`config.mk`:
```
export PLATFORM = sky130hd
export DESIGN_NAME = data_sram_bridge
export DESIGN_NICKNAME = d
export VERILOG_FILES = /design/src/rtl/mem_bridge_pkg.sv /design/src/rtl/data_sram_bridge.sv
export SDC_FILE = /design/constraint.sdc
export NUM_CORES = 1
export LEC_CHECK = 0
export ABC_CLOCK_PERIOD_IN_PS = 1900
export BUFFER_PORTS_ARGS = -buffer_cell sky130_fd_sc_hd__clkbuf_2
export CAP_MARGIN = 20
export CORE_AREA = 4 4 108 110
export CTS_CLUSTER_SIZE = 20
export DETAILED_ROUTE_END_ITERATION = 12
export DIE_AREA = 0 0 112 114
export GPL_TIMING_DRIVEN = 1
export PLACE_DENSITY_LB_ADDON = 0.05
export RECOVER_POWER = 25
export SLEW_MARGIN = 20
export SYNTH_ARGS = -nofsm -noshare
export SYNTH_HDL_FRONTEND = slang
export SYNTH_SLANG_ARGS = --single-unit
```
`constraint.sdc`:
```
create_clock -name clk -period 1.9 [get_ports clk]
set_input_delay 0.285 -clock clk [delete_from_list [all_inputs] [get_ports clk]]
set_output_delay 0.285 -clock clk [all_outputs]
set_load 0.1 [all_outputs]
```
`src/rtl/mem_bridge_pkg.sv`:
```
`default_nettype none
// ============================================================================
// Module      : mem_bridge_pkg
// Description : Shared types, bus-size encodings and the byte-enable to
//               transfer-size mapping for the data SRAM bridge.
// Revision    : 1.0 - initial release
// ============================================================================
package mem_bridge_pkg;

    // Bridge FSM states
    typedef enum logic [1:0] {
        ST_IDLE = 2'd0,
        ST_REQ  = 2'd1,
        ST_WAIT = 2'd2,
        ST_DONE = 2'd3
    } state_t;

    // bus_size encodings
    localparam logic [1:0] SIZE_BYTE = 2'd0;
    localparam logic [1:0] SIZE_HALF = 2'd1;
    localparam logic [1:0] SIZE_WORD = 2'd2;

    // Single lanes are byte accesses, aligned lane pairs are halfwords, and
    // everything else (loads included) is treated as a full word.
    function automatic logic [1:0] wen_to_size(input logic [3:0] wen);
        logic [1:0] size;
        case (wen)
            4'b0001, 4'b0010, 4'b0100, 4'b1000: size = SIZE_BYTE;
            4'b0011, 4'b1100:                   size = SIZE_HALF;
            default:                            size = SIZE_WORD;
        endcase
        return size;
    endfunction

endpackage
`default_nettype wire

```
`src/rtl/data_sram_bridge.sv`:
```
`default_nettype none
// ============================================================================
// Module      : data_sram_bridge
// Description : Converts the core's single-cycle M-stage data port into a
//               split-handshake SRAM-like bus (req / addr_ok / data_ok).
//               Stalls the pipeline while a transaction is outstanding and
//               holds returned load data until the M-stage instruction
//               retires.
// Revision    : 1.0 - initial release
// ============================================================================
module data_sram_bridge
    import mem_bridge_pkg::*;
#(
    parameter int ADDR_W = 32,
    parameter int DATA_W = 32
) (
    input  logic              clk,
    input  logic              rst,
    input  logic              cpu_en,
    input  logic [3:0]        cpu_wen,
    input  logic [ADDR_W-1:0] cpu_addr,
    input  logic [DATA_W-1:0] cpu_wdata,
    output logic [DATA_W-1:0] cpu_rdata,
    output logic              cpu_stall,
    input  logic              pipe_stall,
    output logic              bus_req,
    output logic              bus_wr,
    output logic [1:0]        bus_size,
    output logic [ADDR_W-1:0] bus_addr,
    output logic [DATA_W-1:0] bus_wdata,
    input  logic              bus_addr_ok,
    input  logic              bus_data_ok,
    input  logic [DATA_W-1:0] bus_rdata
);

    state_t            r_state_q, w_state_d;
    logic              r_wr_q,    w_wr_d;
    logic [1:0]        r_size_q,  w_size_d;
    logic [ADDR_W-1:0] r_addr_q,  w_addr_d;
    logic [DATA_W-1:0] r_wdata_q, w_wdata_d;
    logic [DATA_W-1:0] r_rdata_q, w_rdata_d;

    logic [1:0]        w_new_size;
    logic [ADDR_W-1:0] w_new_addr;

    // Transfer size and bus address of the access presented this cycle;
    // word accesses are forced onto a word boundary.
    assign w_new_size = wen_to_size(cpu_wen);
    assign w_new_addr = (w_new_size == SIZE_WORD) ? {cpu_addr[ADDR_W-1:2], 2'b00}
                                                  : cpu_addr;

    // Next-state and latched-field update for the request/response handshake
    always_comb begin
        w_state_d = r_state_q;
        w_wr_d    = r_wr_q;
        w_size_d  = r_size_q;
        w_addr_d  = r_addr_q;
        w_wdata_d = r_wdata_q;
        w_rdata_d = r_rdata_q;
        case (r_state_q)
            ST_IDLE: begin
                if (cpu_en) begin
                    w_wr_d    = |cpu_wen;
                    w_size_d  = w_new_size;
                    w_addr_d  = w_new_addr;
                    w_wdata_d = cpu_wdata;
                    w_state_d = ST_REQ;
                end
            end
            ST_REQ: begin
                // Request fields stay frozen until the slave accepts them
                if (bus_addr_ok) begin
                    if (bus_data_ok) begin
                        if (!r_wr_q) begin
                            w_rdata_d = bus_rdata;
                        end
                        w_state_d = ST_DONE;
                    end else begin
                        w_state_d = ST_WAIT;
                    end
                end
            end
            ST_WAIT: begin
                if (bus_data_ok) begin
                    if (!r_wr_q) begin
                        w_rdata_d = bus_rdata;
                    end
                    w_state_d = ST_DONE;
                end
            end
            ST_DONE: begin
                // Hold the result until the M-stage instruction advances
                if (!pipe_stall) begin
                    w_state_d = ST_IDLE;
                end
            end
            default: w_state_d = ST_IDLE;
        endcase
    end

    // State and latched request/response registers, synchronous active-low reset
    always_ff @(posedge clk) begin
        if (!rst) begin
            r_state_q <= ST_IDLE;
            r_wr_q    <= 1'b0;
            r_size_q  <= SIZE_BYTE;
            r_addr_q  <= '0;
            r_wdata_q <= '0;
            r_rdata_q <= '0;
        end else begin
            r_state_q <= w_state_d;
            r_wr_q    <= w_wr_d;
            r_size_q  <= w_size_d;
            r_addr_q  <= w_addr_d;
            r_wdata_q <= w_wdata_d;
            r_rdata_q <= w_rdata_d;
        end
    end

    // Bus side is driven purely from state and latched fields
    assign bus_req   = (r_state_q == ST_REQ);
    assign bus_wr    = r_wr_q;
    assign bus_size  = r_size_q;
    assign bus_addr  = r_addr_q;
    assign bus_wdata = r_wdata_q;

    // Stall is combinational so it covers the very first cycle of cpu_en
    assign cpu_stall = cpu_en & (r_state_q != ST_DONE);
    assign cpu_rdata = r_rdata_q;

endmodule
`default_nettype wire

```
# ---- Word level (Yosys, flattened, before mapping)
# Cells that the tools add are included.
# W data, S select, Z words.
dict set report op_classes {
  eq_ne 15
  mux 12
  bitwise_logic 1
  reduce_logical 8
}
# operator count
set ops {}
lappend ops {{$mux W32} 3}
lappend ops {{$pmux W32 S2} 1}
lappend ops {{$mux W2} 5}
lappend ops {{$eq A4 B2 Y1 const B} 2}
lappend ops {{$eq A4 B4 Y1 const B} 2}
lappend ops {{$ne A2 B2 Y1 const B} 4}
lappend ops {{$pmux W2 S4} 1}
lappend ops {{$reduce_or A4 Y1} 2}
lappend ops {{$eq A2 B2 Y1 const B} 3}
lappend ops {{$eq A4 B1 Y1 const B} 1}
lappend ops {{$eq A4 B3 Y1 const B} 1}
lappend ops {{$pmux W2 S2} 1}
lappend ops {{$reduce_and A2 Y1} 2}
lappend ops {{$reduce_and A4 Y1} 1}
lappend ops {{$eq A2 B1 Y1 const B} 1}
lappend ops {{$logic_not A2 Y1} 1}
lappend ops {{$ne A2 B1 Y1 const B} 1}
lappend ops {{$reduce_bool A2 Y1} 1}
lappend ops {{$reduce_or A2 Y1} 1}
lappend ops {{$and A1 B1 Y1} 1}
lappend ops {{$mux W1} 1}
dict set report word_totals {
  register_bits 101
  in_bits 106
  out_inout_bits 101
  word_cells 42
}

# ---- Logic depth before layout (Yosys ltp)
# Gate-level depths: netlist of the first run.
dict set report depth {
  depth_word 5
  mapped_depth 8
  ltp_nobuf 6
}

# ---- Least setup slack after synthesis of the first run
# No wires, ideal clock.
dict set report synth_timing {
  path_kind {reg-to-output}
  startpoint {reg r_state_q[0]}
  endpoint {out cpu_stall}
  t_arrival_ns 1.866
  required_ns 1.615
  setup_slack_ns -0.251
  path_stages_with_launch 3
  n_path_buf 0
  cell_sequence {dfxtp_1 > ha_1 > nor2b_1}
}
dict set report synth_via {
  elab_chain_cells 2
}
# item line_no
set synth_rtl {}
lappend synth_rtl {{start: declaration} data_sram_bridge.sv:36} ;# state_t r_state_q, w_state_d;
lappend synth_rtl {{start signal: assignment} data_sram_bridge.sv:111} ;# r_state_q <= w_state_d;
lappend synth_rtl {{$ne A2 B2 Y1} data_sram_bridge.sv:128} ;# assign cpu_stall = cpu_en & (r_state_q != ST_DONE);
lappend synth_rtl {{$and A1 B1 Y1} data_sram_bridge.sv:128}
lappend synth_rtl {{end: declaration} data_sram_bridge.sv:24} ;# output logic cpu_stall,
# No other way between the ends.

# ---- Worst setup path in the final report of the first run
# Same ends and word-level chain as after synthesis.

==> flow_metrics.tcl, run 1 <==
set metrics [dict create \
    critical_path.max_stage_delay_ns 0.43 \
    multi_input_area_um2 1510 \
    antenna_found_initial 0 \
    hpwl_mm 7.795 \
    fin_setup_tns_ns 0 \
    dpl_worst_slack_ns 0.3287 \
    fin_nets 760 \
    cts_tree "built" \
    via_count 3613 \
    fp.dieW_um 112 \
    postCtsSetupRepairBufs 0 \
    synth_edf_count 0 \
    async_reset_ff_frac 0 \
    grt_max_degree 51 \
    io_pins 207 \
    insertedDiodeCount 0 \
    min_path_type "in -> reg" \
    syn_avg_cell_area_um2 8.140 \
    postSynthCellCount 455 \
    areaGrowthSynthToFinish_pct 37.36 \
    port_buffers 206 \
    critPathArrivalTime_ns 1.51 \
    rsz0062_at_grt "false" \
    yosysWarnings 0 \
    layout-drive-gt1-share 0.3884 \
    yosysTopAreaCellShare 0.5459 \
    viasPerCell 4.550 \
    htree_levels 3 \
    yosys_most_used_dff "dfxtp_1" \
    finalWeightedCongestion 0.7821 \
    overflow 0 \
    dieHeight_um 114 \
    crit_chain "ha_1 -> nor2b_2 -> buf_2" \
    synth_area_leader_cell "dfxtp_1" \
    timing.final.crit_period_ns 1.799 \
    ant_nets 0 \
    max_freq_mhz 555.8 \
    slew_violations 0 \
    startpoint_type "flop" \
    clk_pin_slew_worst_paths_ns 0.11 \
    finalSetupViolCount 0 \
    grt_first_pass_wirelength_mm 16.78 \
    coreArea_um2 10700 \
    path_class "reg -> out" \
    synth_seq_area_share 0.5459 \
    finalClockSkew_ns 0.01277 \
    relSlewSlack 0.6193 \
    ir_drop_v 0.0005967 \
    synth_area_leaders "dfxtp_1 (55%), nand2_1 (20%), a21oi_1 (11%)" \
    netlist-cell-type-count 26 \
    grtUsageTotal 0.1602 \
    cts_made_buffers 9 \
    cp_max_fo 4 \
    rows 38 \
    start_util 0.3462 \
    root_buffer "clkbuf_8" \
    layout_commonest_cell "clkbuf_2" \
    ys_ff_latch 101 \
    final_cell_mix "clkbuf_2 (204), nand2_1 (192), dfxtp_1 (101)" \
    syn-num-nets 566 \
    nFillCells 1116 \
    worst_slack_ns 0.1009 \
    finalWirelength_mm 10.64 \
    stdcell_count 794 \
    power_leakage_nw 2.329 \
    first_global_vias 3445 \
    hold_slack_ns 0.1282 \
    drc 0 \
    tightest_slew_ns 0.5735 \
    powerDensity_nw_per_um2 1725 \
    maxCapViolations 0 \
    synth_area_um2 3704 \
    finalCritPeriodShare 0.9469 \
    wl_per_cell_um 13.40 \
    finalHoldViolations 0 \
    clk_latency_ns 0.36 \
    die_area_um2 12770 \
    seq_area_um2 2022 \
    critPathCaptureType "output pin" \
    status "complete, no violations" \
    finalPower_mw 8.778 \
    cts_sinks 101 \
    cp_slowest_cell "buf_2" \
    crit_required_ns 1.62 \
    cts_buffer_depth 2 \
    drtIter0Drc 198 \
    place_inst 778 \
    firstDrtPassIters 5 \
]
==> critical path, delay by kind of cell, from the launching register on <==
| family | cells | cell delay (ns) |
|---|---|---|
| buffers and inverters | 1 | 0.43 |
| DFF | 1 | 0.36 |
| adders and majority gates | 1 | 0.24 |
| and+or+nand+nor | 1 | 0.13 |
==> cell usage after synthesis (2+ instances only) <==
cell / number
o21ai_0: 3
clkbuf_1: 8
ha_1: 5
nor2_1: 3
a21oi_2: 18
a21oi_1: 82
nand2_1: 193
inv_1: 2
nand2b_1: 2
dfxtp_1: 101
a31oi_1: 2
buf_6: 3
buf_4: 2
buf_2: 18
nand3_1: 2
==> per-stage QoR <==
stage / area, um2 / util
2_1_floorplan: 3709 / -
3_3_place_gp: 4886 / 0.4567
5_1_grt: 5087 / 0.4756
3_5_place_dp: 4886 / 0.4567
6_report: 5087 / 0.4756
4_1_cts: 5087 / 0.4756
==> worst paths after layout <==
| path | from | to | slack (ns) | depth (start not counted) |
|---|---|---|---|---|
| worst max register to register | r_state_q[0] | bus_wdata[15] | 0.35 | 6 |
| worst min register to register | bus_wdata[2] | bus_wdata[2] | 0.46 | 2 |
| worst max-delay path | r_state_q[0] | cpu_stall | 0.10 | 3 |
| worst min-delay path | cpu_wdata[25] | bus_wdata[25] | 0.13 | 3 |
==> cell type report <==
class	instances	area share
inverter	3	0.002459
multi-input combinational	320	0.2969
clock inverter	7	0.01525
sequential	101	0.3974
tap	140	0.03443
clock buffer	9	0.02435
timing repair buffer	214	0.2292
==> state kept, by name, indices dropped and copies added, names as in the netlist <==
name and count:
bus_size 2, cpu_rdata 32, bus_wdata 32, r_state_q 2
bus_wr 1, bus_addr 32
==> routing by layer <==
layer / GRT usage / vias up / routed length [um]
li1: - / 1847 / -
met1: 0.2082 / 1623 / 4666
met4: 0.04647 / 0 / 151
met2: 0.2566 / 131 / 4927
met5: 0 / - / 0
met3: 0.05199 / 12 / 893
==> cell families (layout without fill, tap and decap cells) <==
family	Yosys count	in the layout	synth area share
xor+xnor	1	1	0.002365
simple gates	207	207	0.2203
compound gates	106	106	0.1632
mux	1	1	0.002703
flops	101	101	0.5459
fa+ha+maj	5	5	0.01689
buf+inv	34	233	0.04865
==> power breakdown <==
| part | total [mW] | internal, mW | switching, mW |
|---|---|---|---|
| clock | 1.41 | 0.627 | 0.780 |
| sequential | 2.71 | 2.51 | 0.207 |
| combinational | 4.66 | 0.820 | 3.84 |
| total | 8.78 | 3.95 | 4.83 |
==> timing repair <==
item                       in CTS  in global routing
setup endpoints to repair       0                  2
hold buffers                    0                  0
resized for setup               0                  2
No activity file was read; power rests on OpenSTA's default activity.
==> inputs of run 2 (changes only) <==
--- a/config.mk
+++ b/config.mk
@@ -5,7 +5,7 @@
 export SDC_FILE = /design/constraint.sdc
 export NUM_CORES = 1
 export LEC_CHECK = 0
-export ABC_CLOCK_PERIOD_IN_PS = 1900
+export ABC_CLOCK_PERIOD_IN_PS = 2300
 export BUFFER_PORTS_ARGS = -buffer_cell sky130_fd_sc_hd__clkbuf_2
 export CAP_MARGIN = 20
 export CORE_AREA = 4 4 108 110
==> constraint.sdc (replaced) <==
create_clock -name clk -period 2.3 [get_ports clk]
set_input_delay 0.345 -clock clk [delete_from_list [all_inputs] [get_ports clk]]
set_output_delay 0.345 -clock clk [all_outputs]
set_load 0.1 [all_outputs]
==> flow_metrics.tcl, run 2 (synthesis gave the netlist of run 1 again) <==
set metrics [dict create \
    status "complete, no violations" \
    hpwl_mm 7.672 \
    clk_pin_slew_worst_paths_ns 0.09 \
    p_seq_frac 0.319 \
    p_sw_mw 3.927 \
    endpoint "bus_addr[27]" \
    layout-drive-gt1-share 0.3098 \
    fin_area_um2 4977 \
    via_count 3606 \
    p_comb_frac 0.541 \
    cp_slowest_cell "clkbuf_1" \
    grt_first_pass_wirelength_mm 16.33 \
    slew_violations 0 \
    stdcell_count 792 \
    root_buffer "clkbuf_8" \
    grt_max_degree 56 \
    path_class "reg -> out" \
    insertedDiodeCount 0 \
    rows 38 \
    areaGrowthSynthToFinish_pct 34.39 \
    cts_hold_buf 0 \
    intPower_mw 3.095 \
    postCtsSetupRepairBufs 0 \
    pwr-share-clk 0.140 \
    cts_made_buffers 9 \
    place_area_um2 4881 \
    overflow 0 \
    dieHeight_um 114 \
    nFillCells 1177 \
    startpoint "bus_addr[27]" \
    io_pins 207 \
    critPathCaptureType "output pin" \
    worst_slack_ns 0.3607 \
    start_util 0.3462 \
    crit_chain "clkbuf_1" \
    first_global_vias 3319 \
    rsz0062_at_grt "false" \
    timing.final.crit_period_ns 1.939 \
    startpoint_type "flop" \
    rrSetupSlack_ns 0.61 \
    ir_drop_v 0.0005680 \
    cts_tree "built" \
    place_inst 778 \
    layout_commonest_cell "nand2_1" \
    finalClockSkew_ns 0.007086 \
    critPathArrivalTime_ns 1.59 \
    min_path_type "in -> reg" \
    finalCritPeriodShare 0.8432 \
    cts_resized 0 \
    grtUsageTotal 0.1562 \
    max_freq_mhz 515.7 \
    firstDrtPassIters 4 \
    power_leakage_nw 2.139 \
    tightest_slew_ns 1.224 \
    critical_path.max_stage_delay_ns 0.90 \
    htree_levels 3 \
    finalHoldViolations 0 \
    ant_nets 0 \
    rr_worst_depth 6 \
    clk_latency_ns 0.35 \
    finalSetupViolCount 0 \
    fin_setup_tns_ns 0 \
    cts_sinks 101 \
    drtIter0Drc 185 \
    fin_nets 760 \
    cp.depth 1 \
    r2r_start "r_state_q[0]" \
    drc 0 \
    cp_max_fo 2 \
    antenna_found_initial 0 \
    final_util 0.4653 \
    cp.buffers_inverters 1 \
    maxCapViolations 0 \
    fp.dieW_um 112 \
    crit_family "buffers and inverters" \
    finalWeightedCongestion 0.7701 \
    finalWirelength_mm 10.51 \
    viasPerCell 4.553 \
    wl_per_cell_um 13.27 \
    switching_share 0.5592 \
    powerDensity_nw_per_um2 1411 \
    final_cell_mix "nand2_1 (192), clkbuf_2 (158), dfxtp_1 (101)" \
    relSlewSlack 0.1877 \
    port_buffers 206 \
    r2r_end "bus_wdata[15]" \
    coreArea_um2 10700 \
    dpl_worst_slack_ns 0.5662 \
    crit_required_ns 1.96 \
    die_area_um2 12770 \
    cts_buffer_depth 2 \
]
run 2: how the worst min path moves through the flow:
stage,endpoint,cells past startpoint,startpoint
6_report,bus_addr[2],3,cpu_addr[2]
5_1_grt,bus_wdata[27],3,cpu_wdata[27]
4_1_cts,bus_wdata[4],3,cpu_wdata[4]
3_5_place_dp,bus_wdata[3],2,bus_wdata[3]
3_3_place_gp,bus_wdata[6],2,bus_wdata[6]
2_1_floorplan,bus_addr[10],2,cpu_addr[10]
run 2: power groups by stage:
stage          combinational (mW)  sequential (mW)  clock, mW
6_report                     3.80             2.24      0.984
5_1_grt                      4.01             2.28       1.10
4_1_cts                      3.88             2.24       1.04
3_5_place_dp                 3.88             2.28          0
3_3_place_gp                 3.85             2.27          0
2_1_floorplan                1.02             4.45          0
run 2: per-stage QoR:
| stage | total power [mW] | hold slack, ns |
|---|---|---|
| after global placement | 6.121 | 0.4412 |
| after detailed placement | 6.158 | 0.4454 |
| after floorplan | 5.475 | 0.4810 |
| after global routing | 7.390 | 0.1687 |
| final | 7.023 | 0.1979 |
| after CTS | 7.163 | 0.1747 |
run 2: area by class of cell:
class                      count  area [um2]  share of cell area
clock buffer                   9       123.9             0.02489
multi-input combinational    320        1500              0.3014
inverter                       3       12.51            0.002514
tap                          140       175.2             0.03519
clock inverter                 5       37.54            0.007541
sequential                   101        2022              0.4062
timing repair buffer         214        1106              0.2222
run 2: per-layer routing:
layer  share of wire  track usage  vias to the layer above  wire length, um
li1                -            -                     1848                -
met1            0.45       0.2019                     1621             4719
met2            0.45       0.2486                      130             4774
met3           0.088      0.05889                        7              924
met4          0.0088      0.03846                        0               92
met5               0            0                        -                0
==> inputs of run 3 (changes only) <==
--- a/config.mk
+++ b/config.mk
@@ -5,7 +5,7 @@
 export SDC_FILE = /design/constraint.sdc
 export NUM_CORES = 1
 export LEC_CHECK = 0
-export ABC_CLOCK_PERIOD_IN_PS = 2300
+export ABC_CLOCK_PERIOD_IN_PS = 1800
 export BUFFER_PORTS_ARGS = -buffer_cell sky130_fd_sc_hd__clkbuf_2
 export CAP_MARGIN = 20
 export CORE_AREA = 4 4 108 110
==> constraint.sdc (replaced) <==
create_clock -name clk -period 1.8 [get_ports clk]
set_input_delay 0.27 -clock clk [delete_from_list [all_inputs] [get_ports clk]]
set_output_delay 0.27 -clock clk [all_outputs]
set_load 0.1 [all_outputs]
==> flow_metrics.tcl, run 3 (synthesis gave the netlist of run 1 again) <==
set metrics [dict create \
    insertedDiodeCount 0 \
    finalCritPeriodShare 0.9157 \
    final_cell_mix "clkbuf_2 (204), nand2_1 (192), dfxtp_1 (101)" \
    nFillCells 1100 \
    cts_made_buffers 9 \
    drc 0 \
    slew_violations 0 \
    startpoint_type "flop" \
    hpwl_mm 7.578 \
    port_buffers 206 \
    die_area_um2 12770 \
    drtIter0Drc 229 \
    crit_required_ns 1.53 \
    final_util 0.4731 \
    cts_sinks 101 \
    timing.final.crit_period_ns 1.648 \
    clk_pin_slew_worst_paths_ns 0.10 \
    dieHeight_um 114 \
    cts_buffer_depth 2 \
    firstDrtPassIters 5 \
    fin_nets 759 \
    areaGrowthSynthToFinish_pct 36.66 \
    first_global_vias 3415 \
    postCtsSetupRepairBufs 0 \
    powerDensity_nw_per_um2 1798 \
    power_leakage_nw 2.317 \
    layout_commonest_cell "clkbuf_2" \
    cts_hold_buf 0 \
    critPathArrivalTime_ns 1.38 \
    antenna_found_initial 0 \
    viasPerCell 4.554 \
    coreArea_um2 10700 \
    rsz0062_at_grt "false" \
    io_pins 207 \
    finalSetupViolCount 0 \
    root_buffer "clkbuf_8" \
    cp_max_fo 5 \
    cts_resized 0 \
    start_util 0.3462 \
    ir_drop_v 0.0007128 \
    min_path_type "in -> reg" \
    path_class "reg -> out" \
    finalClockSkew_ns 0.008786 \
    htree_levels 3 \
    layout-drive-gt1-share 0.3859 \
    finalWirelength_mm 10.49 \
    fin_setup_tns_ns 0 \
    critPathCaptureType "output pin" \
    grt_first_pass_wirelength_mm 16.53 \
    grtUsageTotal 0.1583 \
    overflow 0 \
    via_count 3611 \
    maxCapViolations 0 \
    cts_tree "built" \
    tightest_slew_ns 0.5697 \
    grt_max_degree 65 \
    finalHoldViolations 0 \
    relSlewSlack 0.6218 \
    status "complete, no violations" \
    finalWeightedCongestion 0.7775 \
    wl_per_cell_um 13.22 \
    rows 38 \
    clk_latency_ns 0.36 \
    hold_slack_ns 0.1207 \
    max_freq_mhz 606.7 \
    finalPower_mw 9.098 \
    fp.dieW_um 112 \
    ant_nets 0 \
]
==> run 3: path summary, 6_finish.rpt <==
check           startpoint            end  slack (ns)  cells after the start
min          bus_rdata[12]  cpu_rdata[12]        0.12                      3
max reg2reg   r_state_q[1]  cpu_rdata[15]        0.24                      6
min reg2reg  bus_wdata[30]  bus_wdata[30]        0.46                      2
max           r_state_q[1]        bus_req        0.15                      3
==> run 3: stage by stage <==
step,instance area (um2),worst slack [ns],cells
after floorplan,3709,0.01866,455
after global placement,4883,0.2902,777
after detailed placement,4883,0.2346,777
after CTS,5061,0.1273,793
after global routing,5061,0.05930,793
final,5061,0.1517,793
==> run 3: cell type report <==
class	count	area, um2	share of cell area
multi-input combinational	320	1510	0.2984
timing repair buffer	213	1164	0.2299
inverter	3	12.51	0.002472
tap	140	175.2	0.03461
sequential	101	2022	0.3995
clock buffer	12	155.1	0.03066
clock inverter	4	22.52	0.004450
==> run 3: critical path: stages, from the launching register on <==
cell and delay, ns:
dfxtp_1 0.36, inv_1 0.12, ha_2 0.24, buf_4 0.31
==> run 3: power by group <==
group	internal (mW)	leakage [nW]	switching [mW]
sequential	2.65	0.826	0.217
clock	0.573	0.0921	0.751
combinational	0.864	1.40	4.05
total	4.08	2.32	5.02
==> run 3: layer usage <==
layer  vias to the layer above  part of all wire  GRT usage
met4                         0             0.019    0.06731
met2                       128              0.45     0.2454
met5                         -                 0          0
met3                        13             0.083    0.04509
li1                       1852                 -          -
met1                      1618              0.45     0.2075
